`config.mk`:
```
export PLATFORM = sky130hd
export DESIGN_NAME = if_prefetch_buf
export DESIGN_NICKNAME = d
export VERILOG_FILES = /design/src/rtl/if_prefetch_buf.sv
export SDC_FILE = /design/constraint.sdc
export NUM_CORES = 1
export LEC_CHECK = 0
export BUFFER_PORTS_ARGS = -buffer_cell sky130_fd_sc_hd__buf_2
export CAP_MARGIN = 20
export CORE_UTILIZATION = 50
export DETAILED_ROUTE_END_ITERATION = 10
export PLACE_DENSITY_LB_ADDON = 0.05
export SLEW_MARGIN = 5
export SYNTH_ARGS = -nofsm -noshare
export SYNTH_HDL_FRONTEND = slang
export SYNTH_SLANG_ARGS = --single-unit
```
`constraint.sdc`:
```
create_clock -name clk -period 2.86 [get_ports clk]
set_input_delay 0 -clock clk [delete_from_list [all_inputs] [get_ports clk]]
set_output_delay 0 -clock clk [all_outputs]
set_load 0.01 [all_outputs]
```
`src/rtl/if_prefetch_buf.sv`:
```
// Instruction prefetch buffer: issues sequential fetches under a credit limit, queues
// in-order responses tagged with their PC, and flushes on an EX-stage redirect.
module if_prefetch_buf #(
   parameter int unsigned ADDR_WIDTH = 32,
   parameter int unsigned DATA_WIDTH = 32,
   parameter int unsigned DEPTH = 4,
   parameter logic [ADDR_WIDTH-1:0] RESET_PC = '0
) (
   input  logic                  clk,
   input  logic                  rst,
   input  logic                  redirect_taken,
   input  logic [ADDR_WIDTH-1:0] redirect_addr,
   output logic                  imem_req_valid,
   input  logic                  imem_req_ready,
   output logic [ADDR_WIDTH-1:0] imem_req_addr,
   input  logic                  imem_rsp_valid,
   input  logic [DATA_WIDTH-1:0] imem_rsp_data,
   output logic                  out_valid,
   input  logic                  out_ready,
   output logic [ADDR_WIDTH-1:0] out_pc,
   output logic [DATA_WIDTH-1:0] out_instr,
   output logic [ADDR_WIDTH-1:0] out_pc_plus4
);

   localparam int unsigned PTR_W = (DEPTH > 1) ? $clog2(DEPTH) : 1;
   localparam int unsigned CNT_W = $clog2(DEPTH + 1);
   localparam int unsigned SUM_W = CNT_W + 1;

   logic [ADDR_WIDTH-1:0] fetch_pc;
   logic [ADDR_WIDTH-1:0] rsp_pc;
   logic [ADDR_WIDTH-1:0] pc_mem    [DEPTH];
   logic [DATA_WIDTH-1:0] instr_mem [DEPTH];
   logic [PTR_W-1:0]      rd_ptr;
   logic [PTR_W-1:0]      wr_ptr;
   logic [CNT_W-1:0]      count;
   logic [CNT_W-1:0]      outstanding;
   logic [CNT_W-1:0]      discard;

   logic             credit_ok;
   logic             req_fire;
   logic             rsp_take;
   logic             full;
   logic             rsp_keep;
   logic             push;
   logic             pop;
   logic [CNT_W-1:0] inflight;

   // Credit covers both queued entries and requests still in flight.
   always_comb begin
      credit_ok      = (SUM_W'(count) + SUM_W'(outstanding)) < SUM_W'(DEPTH);
      imem_req_valid = !rst && !redirect_taken && credit_ok;
      imem_req_addr  = fetch_pc;
      req_fire       = imem_req_valid && imem_req_ready;
      rsp_take       = imem_rsp_valid && (outstanding != '0);
      full           = (count == CNT_W'(DEPTH));
      rsp_keep       = imem_rsp_valid && (discard == '0);
      push           = rsp_keep && !full;
      out_valid      = (count != '0);
      pop            = out_valid && out_ready;
      inflight       = rsp_take ? (outstanding - CNT_W'(1)) : outstanding;
   end

   // Head is gated so an empty buffer presents zeros rather than stale entries.
   always_comb begin
      out_pc       = '0;
      out_instr    = '0;
      out_pc_plus4 = '0;
      if (out_valid) begin
         out_pc       = pc_mem[rd_ptr];
         out_instr    = instr_mem[rd_ptr];
         out_pc_plus4 = pc_mem[rd_ptr] + ADDR_WIDTH'(4);
      end
   end

   always_ff @(posedge clk or posedge rst) begin
      if (rst) begin
         fetch_pc    <= RESET_PC;
         rsp_pc      <= RESET_PC;
         rd_ptr      <= '0;
         wr_ptr      <= '0;
         count       <= '0;
         outstanding <= '0;
         discard     <= '0;
      end else if (redirect_taken) begin
         // Everything still in flight belongs to the old path and must be dropped.
         fetch_pc    <= redirect_addr;
         rsp_pc      <= redirect_addr;
         rd_ptr      <= '0;
         wr_ptr      <= '0;
         count       <= '0;
         outstanding <= inflight;
         discard     <= inflight;
      end else begin
         if (req_fire) begin
            fetch_pc <= fetch_pc + ADDR_WIDTH'(4);
         end
         outstanding <= outstanding + CNT_W'(req_fire) - CNT_W'(rsp_take);
         if (imem_rsp_valid && (discard != '0)) begin
            discard <= discard - CNT_W'(1);
         end
         if (push) begin
            rsp_pc <= rsp_pc + ADDR_WIDTH'(4);
            wr_ptr <= wr_ptr + PTR_W'(1);
         end
         if (pop) begin
            rd_ptr <= rd_ptr + PTR_W'(1);
         end
         if (push && !pop) begin
            count <= count + CNT_W'(1);
         end else if (pop && !push) begin
            count <= count - CNT_W'(1);
         end
      end
   end

   always_ff @(posedge clk) begin
      if (!redirect_taken && push) begin
         pc_mem[wr_ptr]    <= rsp_pc;
         instr_mem[wr_ptr] <= imem_rsp_data;
      end
   end

`ifndef SYNTHESIS
   always_ff @(posedge clk) begin
      if (!rst && !redirect_taken) begin
         assert (!(rsp_keep && full));
      end
   end
`endif

endmodule

```
---- Word-level counts from Yosys, hierarchy flattened ----
Memories as Yosys holds them, arrays and structs flattened.
Index checks and enable logic that the tools add are counted.
storage, ports and cells
  register bits after elaboration ......... 77
  bits in writable memories ............... 256
  output and inout bits ................... 130
  word-level logic and storage cells ...... 68
  memories kept ........................... 2
memory list
  memory     words  width  rd ports  clocked after Yosys merged registers in  wr ports  RTL line  text
  instr_mem  4      32     1         0                                        1         32        logic [DATA_WIDTH-1:0] instr_mem [DEPTH];
  pc_mem     4      32     1         0                                        1         31        logic [ADDR_WIDTH-1:0] pc_mem [DEPTH];
operators by class
  add/sub/neg operators ................... 12
  magnitude comparators ................... 1
  eq/ne operators ......................... 1
  muxes and demuxes ....................... 20
  reductions and logical operators ........ 25
operators by type and width
  cell                                                                   count
  32-bit 2-to-1 mux                                                      7
  32-bit by 3-bit adder with 32-bit output (second input constant)       3
  3-bit 2-to-1 mux                                                       7
  3-bit nonzero test                                                     4
  1-bit logical AND                                                      11
  3-bit by 1-bit subtractor with 3-bit output (second input constant)    3
  2-bit 2-to-1 mux                                                       4
  2-bit nonzero test                                                     4
  1-bit zero test                                                        5
  2-bit by 1-bit adder with 2-bit output (second input constant)         2
  3-bit by 3-bit adder with 4-bit output                                 1
  4-bit by 3-bit < comparator with 1-bit output (second input constant)  1
  3-bit by 1-bit adder with 3-bit output                                 1
  3-bit by 1-bit adder with 3-bit output (second input constant)         1
  3-bit equality test (second input constant)                            1
  3-bit zero test                                                        1
  3-bit by 1-bit subtractor with 3-bit output                            1
  1-bit 2-to-1 mux                                                       2

---- Depth between registers and ports, before layout ----
  word-level depth ........................ 8
  gate-level depth with buffers ........... 12

---- Least setup slack after synthesis ----
No wires, ideal clock.
  kind .................................... register to register
  from .................................... reg discard[0]
  to ...................................... mem instr_mem[0][0] (enable)
  arrival time ............................ 2.733 ns
  required time ........................... 2.431 ns
  setup slack ............................. -0.302 ns
  cell stages (with the launch flop) ...... 7
  clock period less this slack ............ 3.162 ns
  path through ............................ dfrtp_1 inv_1 ha_1 and3b_1 nand2_1 nor2_1 and2_1
between the ends
  cells in the longest elaborated chain, start to end .. 6
ends and longest elaborated chain
  item                                    RTL line  text
  start: declaration                      37        logic [CNT_W-1:0] discard;
  start signal: assignment                92        discard <= inflight;
  start signal: assignment                99        discard <= discard - CNT_W'(1);
  3-bit zero test                         56        rsp_keep = imem_rsp_valid && (discard == '0);
  1-bit logical AND                       56
  1-bit logical AND                       57        push = rsp_keep && !full;
  1-bit logical AND                       117       if (!redirect_taken && push) begin
  1-bit 2-to-1 mux                        117
  1-bit 2-to-1 mux (implied by the code)  119       instr_mem[wr_ptr] <= imem_rsp_data;
  end: declaration                        32
Every way passes these cells.

---- Final worst setup path ----
  from .................................... reg rd_ptr[0]
  to ...................................... out out_pc_plus4[31]
between the ends
  cells in the longest elaborated chain, start to end .. 3
ends and longest elaborated chain
  item                                      RTL line  text
  start: declaration                        33        logic [PTR_W-1:0] rd_ptr;
  start signal: assignment                  106       rd_ptr <= rd_ptr + PTR_W'(1);
  memory read 4 x 32 bit                    --
  32-bit by 3-bit adder with 32-bit output  71        out_pc_plus4 = pc_mem[rd_ptr] + ADDR_WIDTH'(4);
  32-bit 2-to-1 mux                         68        if (out_valid) begin
  end: declaration                          22        output logic [ADDR_WIDTH-1:0] out_pc_plus4
Every way passes these cells.

==> reports/metrics.csv <==
metric,value,unit
status,"complete, but fails checks",
failing checks,negative setup slack,
via count,9895,
"Core Util, Final",64.8,%
placed instance area,16600,sq um
final critical-path required period,3.17,ns
CORE AREA,29600,sq um
I/O pin count,200,
area of the multi-input gates,5240,sq um
Starting Density,50.8,%
Slew @ Worst Pin,0.696,ns
Post-synth top cells,"256 x edfxtp_1, 77 x dfrtp_1, 67 x and2_1, 67 x nand2_1, 55 x mux4_2",
total die area,30700,sq um
static leakage,7.24,nW
CP max-delay cell,or4_4,
RSZ-0062 raised after global routing,true,
"count leader, synth",edfxtp_1,
Finished Layout Cells,1780,
post-route worst setup slack,-0.306,ns
CP max stage delay,0.58,ns
worst path cell trace,buf_12 > buf_6 > mux4_4 > nand2_2 > or4_4 > or4_4 > a21oi_2 > buf_2,
worst skew pair latency,0.52,ns
Yosys Warn Count,0,
Cells after Synth,1031,
nets,1452,
root buf cell,clkbuf_16,
gpl congestion,0.805,
Fillers,2235,
"Seq/Total Area, Yosys",64.0,%
syn_area_per_cell,14.6,sq um
CTS H-tree lvls,2,
Sequential Area,9620,sq um
Post-Syn Area,15000,sq um
setup TNS,-3.76,ns
Crit path top cell by count,or4_4,
path depth of the worst reg2reg path,10,
drt via density,5.56,
CTS buffer count,35,
Placed Instances,1613,
initial antenna violation count,0,
post-route design area,19100,sq um
vias in the first global route,9690,
CP Depth,8,
# DRC,0,
synthesized flop and latch total,333,
Tot GR Track Use,22.5,%
Max IR drop VDD,461,uV
Async SR Flop Fraction,23.1,%
num rows,63,
Post-Synthesis Net Count,1118,
Startpoint Class,register,
Most used DFF post-synth,edfxtp_1,
largest cells by area after synthesis,"edfxtp_1 51%, dfrtp_1 13%, mux4_2 8.2%",
WP buf/inv,3,
Hold Crit Class,in -> async,
Final Hold Viols,0,
post-synth cell types,60,
clk_skew,0.0136,ns
Max Slew Vio Count,0,
Synth area leader,edfxtp_1,
diode count,0,
die height,175,microns
DR pass1 iterations,5,
Sink Count,333,
DR WL/cell,19.3,microns
critical path type,reg -> out,
Die X,175,microns
global-route wire length before repair,53300,microns
Post-DRT Antenna Nets,0,
"Largest delay share family, worst path",simple AND/OR/NAND/NOR gates,
CP endpoint kind,output port,
"Area growth, synth to finish",27.5,%
normalized max-slew margin,53.5,%
CTS tree,yes,
maximum clock path buffer count,3,
gr ovfl total,0,
Post-Place Setup Slack,0.105,ns
post-route clock period utilization,111,%
total of max-cap violations,0,
Post-DP HPWL,21900,microns
Post-synth EDFFs,256,
power per standard cell area,832,nW/um^2
largest net degree at the start of global routing,65,
final hold slack,0.0225,ns
clk slew on worst S/H paths,0.06,ns
top-area cell type share of the netlist area,51.2,%
f_max,316,MHz
Overall Power,15.9,mW
DRT iter0 DRCs,503,
worst-path maximum fanout,7,
layout cell share with drive strength beyond 1,34.0,%
CP required,2.86,ns
DRT Wirelength,34400,microns
# setup viols final,23,
input/output buffers,199,
"Arr. time, crit path",3.17,ns
-- kinds of logic after synthesis --
group / synth area share, %
adders and majority gates: 1.52
and+or+nand+nor: 12.2
AOI/OAI and AO/OA: 4.47
buffers and inverters: 2.80
xor gates and xnor gates: 2.86
muxes: 12.1
DFF: 64.0
-- worst reg2reg max path, delay by kind of cell, from the launching register on --
| family | cells | cell delay [ns] |
|---|---|---|
| buffers and inverters | 2 | 0.11 |
| DFF | 1 | 0.47 |
| AOI/OAI and AO/OA | 1 | 0.08 |
| xor gates and xnor gates | 1 | 0.18 |
| adders and majority gates | 4 | 1.09 |
| and+or+nand+nor | 2 | 0.60 |
-- cell usage in the layout, fill, tap and decap left out, types with 6 or more instances in the layout --
cell           instances
edfxtp_1             256
buf_2                189
dfrtp_1               75
dlygate4sd3_1         67
nand2_1               63
and2_1                63
mux4_2                61
buf_4                 60
nor2_1                49
o21ai_0               46
clkbuf_16             36
inv_1                 33
xnor2_1               33
nand3_1               31
buf_6                 25
a21oi_1               23
nand4_1               21
mux2_2                17
xor2_1                16
or3_1                 14
ha_1                  14
nor4_1                11
and3_1                11
o211ai_1              11
mux2_4                11
nor3_1                 7
and4_1                 7
or4_1                  7
clkinv_2               7
o311ai_0               7
clkinv_1               7
buf_12                 7
a31oi_1                6
and2_2                 6
clkbuf_1               6
-- flip-flops by register name, summed over array words and instances, names as in the netlist --
register	flops
rsp_pc	32
rd_ptr	2
discard	3
wr_ptr	2
outstanding	3
pc_mem	128
count	3
instr_mem	128
imem_req_addr	32
-- where the power goes --
| part | internal (mW) | leakage, nW | switching, mW |
|---|---|---|---|
| Clock | 2.76 | 0.567 | 1.77 |
| Sequential | 5.52 | 3.23 | 0.304 |
| Combinational | 2.65 | 3.45 | 2.93 |
| Total | 10.9 | 7.24 | 5.00 |
-- worst paths after layout --
| path | startpoint | slack, ns | endpoint |
|---|---|---|---|
| max in group asynchronous | rst | 2.12 | rsp_pc[8]$_DFFE_PP0N_ |
| worst min-delay path | rst | 0.02 | rsp_pc[0]$_DFFE_PP0P_ |
| worst max-delay path | rd_ptr[0]$_DFFE_PP0P_ | -0.31 | out_pc_plus4[31] |
| worst min register to register | imem_req_addr[0]$_DFFE_PP0P_ | 0.52 | imem_req_addr[0]$_DFFE_PP0P_ |
| min in group clk | redirect_taken | 0.17 | rd_ptr[1]$_DFFE_PP0P_ |
| worst max register to register | count[1]$_DFFE_PP0P_ | 0.23 | outstanding[2]$_DFF_PP0_ |
-- area by class of cell --
cell class                 count  area share [%]
timing repair buffer         349            13.1
multi-input combinational    610            27.4
clock buffer                  42            4.82
clock inverter                20            1.21
tap                          390            2.55
sequential                   333            50.3
inverter                      36           0.712
-- metal layers --
layer  vias up  global-route usage, %  wire length, microns
li1       4611                      -                     -
met1      4970                   32.2                 15900
met2       275                   37.0                 16400
met3        39                   3.16                  1580
met4         0                   5.00                   510
met5         -                      0                     0
-- repair_timing --
item | in CTS | in global routing
gates resized for setup | 42 | 50
cloned | 1 | 0
pin swaps | 16 | 25
setup endpoints to repair | 20 | 23
endpoints found under the hold margin | 271 | 0
setup buffers | 21 | 19
hold buffers | 67 | 0
Note: power is estimated with default switching activity, not from simulation.
